--- src/rtl/wb_arbiter.sv ---
// Round-robin Wishbone arbiter: num_m masters share one register-file slave,
// with grant locking for the whole bus cycle and a slave-ack timeout.
//
// state    | meaning
// IDLE     | no owner; picks next requester in round-robin order
// BUSY     | granted master routed to slave; wait counter running
// ERR_HOLD | timed out; slave side quiet until owner drops cyc
module wb_arbiter #(
  parameter int num_m      = 2,
  parameter int adr_width  = 16,
  parameter int mem_width  = 16,
  parameter int tmo_cycles = 15
) (
  input  logic                         i_wb_clk,
  input  logic                         i_wb_rst,
  input  logic [num_m-1:0]             i_m_cyc,
  input  logic [num_m-1:0]             i_m_stb,
  input  logic [num_m-1:0]             i_m_we,
  input  logic [num_m*adr_width-1:0]   i_m_adr,
  input  logic [num_m*mem_width-1:0]   i_m_data,
  output logic [num_m-1:0]             o_m_ack,
  output logic [num_m-1:0]             o_m_err,
  output logic [mem_width-1:0]         o_m_data,
  output logic [num_m-1:0]             o_grant,
  output logic                         o_s_cyc,
  output logic                         o_s_stb,
  output logic                         o_s_we,
  output logic [adr_width-1:0]         o_s_adr,
  output logic [mem_width-1:0]         o_s_data,
  input  logic                         i_s_ack,
  input  logic [mem_width-1:0]         i_s_data
);

  localparam int IW = (num_m > 1) ? $clog2(num_m) : 1;
  localparam int CW = ($clog2(tmo_cycles + 1) > 4) ? $clog2(tmo_cycles + 1) : 4;

  typedef enum logic [1:0] {IDLE, BUSY, ERR_HOLD} state_t;

  state_t          state_q, state_d;
  logic [IW-1:0]   last_q, last_d;
  logic [CW-1:0]   wait_q, wait_d;
  logic [IW-1:0]   cand;
  logic            timeout;

  logic                 g_cyc, g_stb, g_we;
  logic [adr_width-1:0] g_adr;
  logic [mem_width-1:0] g_data;

  // last_q doubles as the current owner index once a grant is made
  assign g_cyc  = i_m_cyc[last_q];
  assign g_stb  = i_m_stb[last_q];
  assign g_we   = i_m_we[last_q];
  assign g_adr  = i_m_adr[int'(last_q) * adr_width +: adr_width];
  assign g_data = i_m_data[int'(last_q) * mem_width +: mem_width];

  assign o_m_data = i_s_data;

  always_comb begin
    state_d  = state_q;
    last_d   = last_q;
    wait_d   = '0;
    cand     = '0;
    timeout  = 1'b0;
    o_grant  = '0;
    o_m_ack  = '0;
    o_m_err  = '0;
    o_s_cyc  = 1'b0;
    o_s_stb  = 1'b0;
    o_s_we   = 1'b0;
    o_s_adr  = '0;
    o_s_data = '0;

    unique case (state_q)
      IDLE: begin
        if (|i_m_cyc) begin
          // scan farthest-first so the nearest requester after last_q wins
          for (int i = num_m; i >= 1; i--) begin
            cand = IW'((int'(last_q) + i) % num_m);
            if (i_m_cyc[cand]) last_d = cand;
          end
          state_d = BUSY;
        end
      end
      BUSY: begin
        o_grant[last_q] = 1'b1;
        o_s_cyc  = g_cyc;
        o_s_stb  = g_stb;
        o_s_we   = g_we;
        o_s_adr  = g_adr;
        o_s_data = g_data;
        o_m_ack[last_q] = i_s_ack;
        // an ack on the threshold cycle suppresses the error
        timeout = g_cyc && g_stb && !i_s_ack && (wait_q == CW'(tmo_cycles));
        o_m_err[last_q] = timeout;
        if (!g_cyc)
          state_d = IDLE;
        else if (timeout)
          state_d = ERR_HOLD;
        else if (g_stb && !i_s_ack)
          wait_d = wait_q + CW'(1);
      end
      ERR_HOLD: begin
        o_grant[last_q] = 1'b1;
        if (!g_cyc) state_d = IDLE;
      end
      default: state_d = IDLE;
    endcase
  end

  always_ff @(posedge i_wb_clk or posedge i_wb_rst) begin
    if (i_wb_rst) begin
      state_q <= IDLE;
      last_q  <= IW'(num_m - 1);
      wait_q  <= '0;
    end else begin
      state_q <= state_d;
      last_q  <= last_d;
      wait_q  <= wait_d;
    end
  end

endmodule
--- config.mk ---
export PLATFORM = sky130hd
export DESIGN_NAME = wb_arbiter
export DESIGN_NICKNAME = d
export VERILOG_FILES = /design/src/rtl/wb_arbiter.sv
export SDC_FILE = /design/constraint.sdc
export NUM_CORES = 1
export LEC_CHECK = 0
export ABC_AREA = 1
export ABC_CLOCK_PERIOD_IN_PS = 1300
export CAP_MARGIN = 5
export CORE_MARGIN = 2
export CORE_UTILIZATION = 22
export DETAILED_ROUTE_END_ITERATION = 6
export GPL_TIMING_DRIVEN = 1
export PLACE_DENSITY = 0.77
export SYNTH_ARGS = -nofsm -noshare
export SYNTH_HDL_FRONTEND = slang
export SYNTH_SLANG_ARGS = --single-unit
--- constraint.sdc ---
create_clock -name i_wb_clk -period 1.3 [get_ports i_wb_clk]
set_input_delay 0.26 -clock i_wb_clk [delete_from_list [all_inputs] [get_ports i_wb_clk]]
set_output_delay 0.26 -clock i_wb_clk [all_outputs]
set_load 0.005 [all_outputs]
## Yosys cells after proc, flatten, opt, wreduce, memory -nomap -nowiden

Cells that the tools add are included.
Widths: inputs -> output; s select.

- Add/sub/neg operators: 3
- Order comparisons: 4
- Eq/ne operators: 6
- Shifts and indexed selects: 2
- Mux-type cells: 31
- Bitwise gates (word level): 2
- Reduce and logical (&&, ||, !) cells: 12

Operator list:

| cell | count |
|---|---|
| $shiftx 32x6->16 | 2 |
| $mux 16 | 2 |
| $mux 1 | 16 |
| $mux 4 | 4 |
| $mux 2 | 7 |
| $lt 1x2->1 const B | 3 |
| $pmux 2 s3 | 1 |
| $reduce_and 3->1 | 2 |
| $logic_and 1x1->1 | 5 |
| $add 4x1->4 const B | 1 |
| $and 2x2->2 | 2 |
| $eq 4x4->1 const B | 1 |
| $ne 2x2->1 const B | 2 |
| $reduce_or 2->1 | 2 |
| $ne 3x3->1 const B | 1 |
| $add 1x1->1 const B | 2 |
| $eq 2x1->1 const B | 1 |
| $eq 2x2->1 const B | 1 |
| $logic_not 2->1 | 1 |
| $reduce_bool 2->1 | 1 |
| $demux 1 s1 | 1 |
| $ge 1x1->1 const B | 1 |
| $logic_not 1->1 | 1 |

- Register bits after elaboration: 7
- Input bits: 89
- Output and inout port bits: 57
- Word-level logic and storage cells: 63

## Longest topological paths before layout

Gate-level depths: netlist of run 1.

- Depth in word-level cells: 8
- Gate-level depth with buffers: 8
- Gate-level depth less buffers: 8

## Least setup slack after synthesis of run 1

Ideal clock, no wire load.

- Path type: register to output
- From: register state_q[1]
- To: output port o_s_adr[0]
- Arrival: 1,218 ps
- Data required time: 1,040 ps
- Path slack: -178 ps
- Stages on the path, launching flop included: 6
- Buffers on the path: 1
- Cell sequence: dfrtp_1 -> inv_1 -> ha_1 -> clkinv_1 -> clkbuf_1 -> a21oi_1

- Word-level cells in the longest chain between the ends: 2

RTL lines:

| what | line | RTL |
|---|---|---|
| start, declared | 39 | `state_t state_q, state_d;` |
| start signal, assigned | 116 | `state_q <= state_d;` |
| $eq 2x1->1 | 73 | `unique case (state_q)` |
| $mux 16 | 73 |  |
| end, declared | 28 | `output logic [adr_width-1:0] o_s_adr,` |

No other way between the ends.

## Worst setup path in the final report of run 1

- From: register last_q
- To: output port o_m_err[0]

- Word-level cells in the longest chain between the ends: 7
- Elaborated cells on any way between the ends: 14
- Those cells by class: order compare: 2; mux: 7; bitwise: 1; reduce/logical: 4

RTL lines:

| what | line | RTL |
|---|---|---|
| start, declared | 40 | `logic [IW-1:0] last_q, last_d;` |
| start signal, assigned | 113 | `last_q <= IW'(num_m - 1);` |
| start signal, assigned | 117 | `last_q <= last_d;` |
| branches (longest 5 deep; another with $lt 1x2->1) | -- |  |
| $and 2x2->2 (no source line) * | -- |  |
| $mux 2 * | 73 |  |
| end, declared | 22 | `output logic [num_m-1:0] o_m_err,` |

Mark *: on every way between the ends. The select of a mux whose other input is x is not followed.

==> summary by stage, run 1 <==
Setup path
The type of the worst setup path is flip-flop to output pin. The delay of the slowest cell on the worst path is 570 ps. For this design, the slowest cell found on the critical path is sky130_fd_sc_hd__dfstp_2.

The endpoint class of the critical path is an output pin. STA puts the critical path data arrival time at 1530 ps. The number of buffers and inverters on the critical path is 4. The worst setup path is launched from a flip-flop.

The cell family contributing the most delay on the critical path is flip-flops. The signal on the critical path passes through buf_6, inv_12, nand2_4, nand2_4, nand4_1, buf_4, nor2_4, buf_2. In this run the worst path has a maximum fanout of 8. The most repeated library cell on the critical path is sky130_fd_sc_hd__nand2_4.

The required arrival time at the worst endpoint is 1040 ps.

Yosys
Synthesis instantiated 23 different standard cells from the library. For this run, the leading register cell type out of synthesis is sky130_fd_sc_hd__dfrtp_1. The post-synth design cell area is 1040 µm². Yosys printed 0 warnings. The synthesized design contains 0 enable-type register cells. Counting flops and latches in the post-synthesis netlist gives 7. The leading area contributor after synthesis is sky130_fd_sc_hd__nand2_1. Sorting the synthesized cells by area gives the leading types as sky130_fd_sc_hd__nand2_1, sky130_fd_sc_hd__a21oi_1, sky130_fd_sc_hd__dfrtp_1, sky130_fd_sc_hd__buf_4, sky130_fd_sc_hd__ha_1. The area fraction of the dominant cell type after synthesis is 29.1%. The number of cells produced by synthesis is 188. The number of nets handed over by synthesis was 282. In the post-synthesis netlist, the cell with the most instances is sky130_fd_sc_hd__nand2_1. The async set-or-reset flop fraction in the synthesized netlist is 100%. The commonest cells after synthesis are sky130_fd_sc_hd__nand2_1, sky130_fd_sc_hd__a21oi_1, sky130_fd_sc_hd__buf_4.

Of the synthesized area, sequential elements account for 16.9%. The synthesized area divided by synthesized cell count is 5.56 µm².

STA
Setup repair after global routing could not meet its margin everywhere. The worst setup slack after layout is -493 ps. The worst clock skew on the final layout is 3.80 ps. The worst path in the final design needs a cycle of 1790 ps, including I/O delays and setup. The timing-limited maximum frequency is 558 MHz. The slew of the pin with the lowest slew margin is 288 ps. Measured against its own limit, the worst slew margin works out to 80.8%. The number of endpoints with negative hold slack in the final report was 0. The final-report setup violation count is 48. The worst hold slack is 271 ps. The total count of max-transition violations in the final report is 0. Dividing the final minimum period by the clock period gives 138%.

Detailed routing
The count of nets left with antenna violations once routing finished came out at 0. The post-detailed-route via-to-cell ratio is 4.57. The per-cell routed wire length is 14.9 µm. For this block, the initial DRC count from the detailed router was 47. The routed design has 5.79 mm of wire. The length of the first detailed-routing pass in iterations is 4. The via count is 1776. The DRC violation count after routing is 0.

CTS
The clock tree from TritonCTS is built. Clock-pin slew was measured on the worst setup and hold paths at 40 ps. The buffer type at the clock tree root is sky130_fd_sc_hd__clkbuf_8.

The latest clock arrival within the worst-skew pair is 240 ps. The number of buffers added by the clock tree synthesis step is 3. The count of hold-fix buffers inserted at cts is 0. The clock passes through at most 2 buffers. The H-tree depth reported by CTS is 1.

The count of clock tree sinks is 7.

Cells and area
Cells with a size suffix above 1 make up 59.1% of the layout. The area overhead of the layout relative to synthesis is 193%. The filler-free cell count of the finished design is 389. The final net count is 430. The repair_antennas step left the layout with diodes totalling 0. After filler insertion, the fill cell instance count of the layout stands at 390.

Power
The internal power component is 0.00324 W. The total power per unit cell area is 1890 nW/µm². The worst voltage drop across the vdd grid is 0.00103 V. The switching component of the power is 0.00255 W. Per report_power, the sequential group accounts for 6.0% of the total. The share of total power dissipated in the clock network is 5.6%.

In this run the static leakage power is 1.46 nW. The overall power after layout is 0.00579 W. The logic gate share of total power is 88.4%. In this run switching power makes up 44.0% of total power.

Die
The number of placed I/O pins is 146. The area of the die is 5320 µm². Row generation in the floorplan step produced 25 rows. The width of the die is 72.9 µm.

The initial utilization of the core area, before any placement, comes to 22.4%. After floorplanning, the core was sized to cover 4660 µm². The die is 72.9 µm tall.

GRT
The maximum number of pins on one net before global-route repair is 21. The first global-routing pass estimated 8.04 mm of wire. Global routing used 19.1% of the available tracks across all layers.

The number of antenna violations at the first check in global routing is 0. The via count of the first global-routing pass came to 1703. The total global routing overflow is 0.

Place
The placed cell count is 353. OpenSTA, run right after detailed placement, puts the worst setup slack at -686 ps. The global placer's final weighted congestion is 0.810. The estimated wirelength of the detail-placed design is 3.29 mm. Input and output buffers added on the ports amount to 113.

Status
The flow ran to the end, but the final reports show violations. The checks that failed: negative setup slack.

Run
The number of violations of the max-capacitance limit is 0.

Min path
The worst min-delay path category is input pin to async pin.
worst reg2reg max path, delay by kind of cell, from the launching register on:
kind | cells | cell delay, ps
DFF | 1 | 570
buffers and inverters | 4 | 540
and+or+nand+nor | 7 | 510
sequential cells by signal, indices dropped and copies added, names as in the netlist:
signal / count
last_q: 1
wait_q: 4
state_q: 2
path summary, 6_finish.rpt:
kind	from	to	slack [ps]	cells after the start
max	last_q	o_m_err[0]	-490	8
min	i_wb_rst	wait_q[2]	270	2
max reg2reg	last_q	state_q[0]	-420	11
min reg2reg	wait_q[0]	wait_q[0]	540	2
max in group asynchronous	i_wb_rst	last_q	750	2
min in group i_wb_clk	i_s_data[0]	o_m_data[0]	520	0
kinds of logic (layout without fill, tap and decap cells):
family | count (synthesis) | in the layout | synth area share [%]
AO/OA/AOI/OAI | 39 | 39 | 19.4
XOR/XNOR | 2 | 2 | 1.68
adder cells (fa/ha/maj) | 5 | 5 | 5.99
buffers and inverters | 36 | 183 | 19.2
flip-flops | 7 | 7 | 16.9
AND/OR/NAND/NOR | 99 | 99 | 36.9
power by group through the flow:
stage | combinational, W | sequential, W | clock (W)
finish | 0.00512 | 0.000347 | 0.000326
global route | 0.00545 | 0.000351 | 0.000334
CTS | 0.00447 | 0.000331 | 0.000318
detailed placement | 0.00330 | 0.000360 | 0
global placement | 0.00329 | 0.000360 | 0
floorplan | 0.00149 | 0.000324 | 0
metal layers:
layer | part of all wire, % | track usage (%) | routed length (µm)
met4 | 1.5 | 7.00 | 85
met5 | 0 | 0 | 0
met3 | 5.3 | 2.35 | 309
met1 | 39 | 20.9 | 2250
met2 | 54 | 37.0 | 3150
cell type report:
| cell class | count | area [µm²] | area share (%) |
|---|---|---|---|
| flip-flops and latches | 7 | 178 | 5.81 |
| well taps | 54 | 67.6 | 2.21 |
| clock buffers | 4 | 45.0 | 1.47 |
| multi-input cells | 145 | 1110 | 36.3 |
| repair buffers | 169 | 1600 | 52.4 |
| inverters | 10 | 55.1 | 1.80 |
stage by stage:
step / TNS, ps / instance area [µm²] / util, %
after floorplan: -41.9 / 1130 / -
after CTS: -16430 / 2780 / 59.6
after detailed placement: -20840 / 2390 / 51.3
after global routing: -21640 / 3060 / 65.6
after global placement: -20830 / 2390 / 51.3
final: -19220 / 3060 / 65.6
cell usage in the layout, fill, tap and decap left out:
master	synthesis	final
sky130_fd_sc_hd__clkbuf_16	0	2
sky130_fd_sc_hd__o21ai_0	1	1
sky130_fd_sc_hd__nand2_2	1	26
sky130_fd_sc_hd__bufbuf_16	0	1
sky130_fd_sc_hd__nor2_2	0	2
sky130_fd_sc_hd__buf_6	0	16
sky130_fd_sc_hd__ha_1	5	3
sky130_fd_sc_hd__nor3_2	0	1
sky130_fd_sc_hd__clkbuf_1	6	1
sky130_fd_sc_hd__dfrtp_1	6	5
sky130_fd_sc_hd__a21oi_2	1	29
sky130_fd_sc_hd__nand2_1	81	26
sky130_fd_sc_hd__dfrtp_2	0	1
sky130_fd_sc_hd__nand4_1	1	1
sky130_fd_sc_hd__xor2_1	1	1
sky130_fd_sc_hd__buf_12	0	6
sky130_fd_sc_hd__nand2_4	0	30
sky130_fd_sc_hd__nor2_1	10	7
sky130_fd_sc_hd__clkdlybuf4s15_2	0	1
sky130_fd_sc_hd__a21oi_1	35	7
sky130_fd_sc_hd__ha_4	0	2
sky130_fd_sc_hd__buf_4	16	27
sky130_fd_sc_hd__inv_12	0	1
sky130_fd_sc_hd__clkinv_4	0	1
sky130_fd_sc_hd__inv_1	8	6
sky130_fd_sc_hd__inv_2	1	2
sky130_fd_sc_hd__buf_16	0	2
sky130_fd_sc_hd__a22oi_2	0	1
sky130_fd_sc_hd__nand3_1	4	4
sky130_fd_sc_hd__buf_2	4	40
sky130_fd_sc_hd__a31oi_1	1	1
sky130_fd_sc_hd__dfstp_2	1	1
sky130_fd_sc_hd__or2_1	1	1
sky130_fd_sc_hd__buf_8	0	2
sky130_fd_sc_hd__xnor2_1	1	1
sky130_fd_sc_hd__clkbuf_8	0	3
sky130_fd_sc_hd__clkdlybuf4s50_1	0	72
sky130_fd_sc_hd__nor2_4	0	1
repair_timing:
item,CTS,global route
pin swaps,18,27
cloned,5,2
setup buffers,19,16
resized for setup,243,63
setup endpoints to repair,47,48
Note: power is estimated with default switching activity, not from simulation.
==> inputs of run 2 (changes only) <==
--- a/config.mk
+++ b/config.mk
@@ -8,11 +8,11 @@
 export ABC_AREA = 1
 export ABC_CLOCK_PERIOD_IN_PS = 1300
 export CAP_MARGIN = 5
-export CORE_MARGIN = 2
-export CORE_UTILIZATION = 22
+export CORE_AREA = 2 2 57 59
 export DETAILED_ROUTE_END_ITERATION = 6
+export DIE_AREA = 0 0 59 61
+export DONT_BUFFER_PORTS = 1
 export GPL_TIMING_DRIVEN = 1
-export PLACE_DENSITY = 0.77
 export SYNTH_ARGS = -nofsm -noshare
 export SYNTH_HDL_FRONTEND = slang
 export SYNTH_SLANG_ARGS = --single-unit
==> constraint.sdc (replaced) <==
create_clock -name i_wb_clk -period 1.3 [get_ports i_wb_clk]
set_input_delay 0.26 -clock i_wb_clk [delete_from_list [all_inputs] [get_ports i_wb_clk]]
set_output_delay 0.26 -clock i_wb_clk [all_outputs]
set_load 0.05 [all_outputs]
==> run 2 against run 1 <==
The run still ends with negative setup slack left. Flip-flop and latch count unchanged. Setup slack worse by 130 ps. Highest routed layer unchanged. Routed wire length up 18%. Sequential share of layout area increased by 0.61 points.
==> summary by stage, run 2 (synthesis gave the netlist of run 1 again) <==
Power
The worst voltage drop across the vdd grid is 0.00185 V. The switching component of the power is 0.00472 W. Net switching is 54.7% of the power.

The total power per unit cell area is 3120 nW/µm². The part of the power in the clock network is 2.3%. Registers are responsible for 4.2% of the overall power.

The logic gate share of total power is 93.5%. The reported leakage power is 1.08 nW. Internal power comes to 0.00392 W.

STA
After routing, the total negative slack on setup checks comes to -23840 ps. After layout, the worst path uses 148% of the clock period. The final critical-path required period is 1920 ps. The number of endpoints with negative hold slack in the final report is 0. The max-slew headroom at the worst pin is 81.6%.

The slew of the pin with the lowest slew margin is 274 ps. On the final layout, the worst clock skew is 5.46 ps. Based on the critical path, the design can be clocked at up to 520 MHz. The total count of max-transition violations in the final report is 0. The worst setup slack after layout is -623 ps. The final-report setup violation count is 47. Setup repair after global routing could not meet its margin everywhere.

GRT
For this run the aggregate overflow at the end of global routing stands at 0. The number of antenna violations at the first check in global routing is 0. Global routing consumed, over all layers together, 28.6% of the routing resources. The via count of the first global-routing pass is 1632. The wire length of the first global-routing pass is 7.60 mm. Entering global routing, the biggest net connects 21 pins.

Setup path
The type of the worst setup path is flip-flop to output pin. The reg-to-reg endpoint is state_q[0]. STA puts the critical path data arrival time at 1660 ps. For the worst flop-to-flop path, the logic depth is 10.

In this run the worst setup path terminates at o_m_err[1]. In this run the worst path has a maximum fanout of 3. In this run the critical register-to-register path is launched from last_q. The startpoint of the most critical setup path is wait_q[1]. For the worst setup path, the data required time is 1040 ps. The register-to-register path setup slack is -420 ps. The endpoint class of the critical path is an output pin. STA classifies the critical path startpoint as a flip-flop.

Cells and area
The register with the most flip-flops in the layout has 4 of them. Compared with the post-synthesis result, the final layout area differs by 165%. The final net count is 341.

The library cell used most frequently in the layout, excluding fill and tap cells, is sky130_fd_sc_hd__nand2_1. The layout cell share with drive strength beyond 1 is 68.7%. The largest registers in the layout are wait_q: 4 flops, state_q: 2 flops, last_q: 1 flops. The count of inserted antenna diode cells is 0. The top register by number of flip-flops is wait_q. The library cells used most frequently in the layout, excluding fill and tap cells, are sky130_fd_sc_hd__nand2_1, sky130_fd_sc_hd__buf_12, sky130_fd_sc_hd__a21oi_4.

CTS
The number of buffers added by the clock tree synthesis step is 3. The latest clock arrival within the worst-skew pair is 250 ps. The count of clock tree sinks is 7. The H-tree depth reported by CTS is 1. The register clock-pin slew on the reported worst setup and hold paths is 50 ps. TritonCTS built the clock tree.

The buffer type at the clock tree root is sky130_fd_sc_hd__clkbuf_4. The maximum clock path buffer count is 2.

Detailed routing
Detailed routing inserted a total of 1657 vias. Dividing the detail-routed via count by the number of cells gives 5.94. The per-cell routed wire length is 24.4 µm.

After detailed routing, the total wire length is 6.80 mm. The number of DRC violations after detailed-routing iteration 0 is 72. The count of nets left with antenna violations after detail routing is 0. For this run, design rule violations remaining after detail routing come to 0. The length of the first detailed-routing pass in iterations is 4.

Die
The die outline height is 61 µm. The effective utilization at floorplan is 35.4%. The floorplan has 20 rows. For this design the top-level I/O count stands at 146. The placeable core region is 2950 µm². The die covers 3600 µm². The floorplan step set the die width to 59 µm.

Place
The estimated wirelength of the detail-placed design is 4.05 mm. At the end of routability-driven placement, the weighted congestion stood at 0.921. The count of buffers inserted at the top-level ports is 0. OpenSTA, run right after detailed placement, puts the worst setup slack at -408 ps.

Status
The flow ran to the end, but the final reports show violations. The checks that failed: negative setup slack.

Run
Max-cap violations in this run came to 0.

Min path
The worst min-delay path category is input pin to flip-flop.
[run 2: cell count changes in the layout (fill, tap and decap cells not counted), sizes merged]
cell           delta
buf              -16
bufbuf            -1
clkinvlp          +1
dlygate4sd3       +1
clkdlybuf4s50    -72
inv               -1
clkdlybuf4s15     -1
[run 2: how the worst min path moves through the flow]
stage	start	end	slack [ps]	cells past startpoint
5_1_grt	i_m_cyc[0]	last_q	100	1
6_report	i_m_cyc[0]	last_q	100	1
3_3_place_gp	i_wb_rst	wait_q[1]	90	1
3_5_place_dp	i_wb_rst	wait_q[0]	90	1
4_1_cts	i_m_cyc[0]	last_q	70	1
2_1_floorplan	i_wb_rst	state_q[0]	60	1
[run 2: repair_timing]
item                                   4_1_cts  5_1_grt
gates resized for setup                     34       20
endpoints found under the hold margin        6        0
setup endpoints to repair                   46       47
setup buffers                                8        9
pin swaps                                    8        8
hold buffers                                 1        0
gates cloned                                 0        2
[run 2: area by class of cell]
class | count | area (µm²)
clock buffers | 4 | 26.3
fillers | 90 | 185
inverters | 10 | 56.3
multi-input cells | 145 | 1220
flip-flops and latches | 7 | 178
well taps | 33 | 41.3
repair buffers | 80 | 1250
[run 2: layer usage]
| layer | share of wire, % | GRT usage [%] |
|---|---|---|
| met1 | 31 | 24.6 |
| met2 | 54 | 60.2 |
| met3 | 8.6 | 8.10 |
| met4 | 6.1 | 12.3 |
| met5 | 0 | 0 |
[run 2: worst max-delay path, stage by stage (launching register included)]
cell                      delay (ps)
sky130_fd_sc_hd__dfrtp_1         400
sky130_fd_sc_hd__ha_2            230
sky130_fd_sc_hd__nand2_1         120
sky130_fd_sc_hd__nor2_2          110
sky130_fd_sc_hd__nand4_1         110
sky130_fd_sc_hd__buf_6           150
sky130_fd_sc_hd__nor2_4          130
sky130_fd_sc_hd__buf_12          150
[run 2: power by group through the flow]
stage	clock, W	sequential (W)	combinational [W]
after global routing	0.000216	0.000371	0.00830
after CTS	0.000205	0.000360	0.00740
after floorplan	0	0.000330	0.00446
after detailed placement	0	0.000350	0.00704
final	0.000197	0.000367	0.00808
after global placement	0	0.000340	0.00684
[run 2: metrics by stage]
stage | cells | total power [W] | instance area, µm² | util [%] | hold slack (ps)
final | 279 | 0.00864 | 2770 | 93.7 | 103
after floorplan | 188 | 0.00479 | 1590 | - | 62.7
after CTS | 270 | 0.00797 | 2610 | 88.3 | 71.8
after detailed placement | 257 | 0.00739 | 2410 | 81.5 | 89.0
after global routing | 279 | 0.00888 | 2770 | 93.7 | 98.8
after global placement | 257 | 0.00718 | 2410 | 81.5 | 85.1
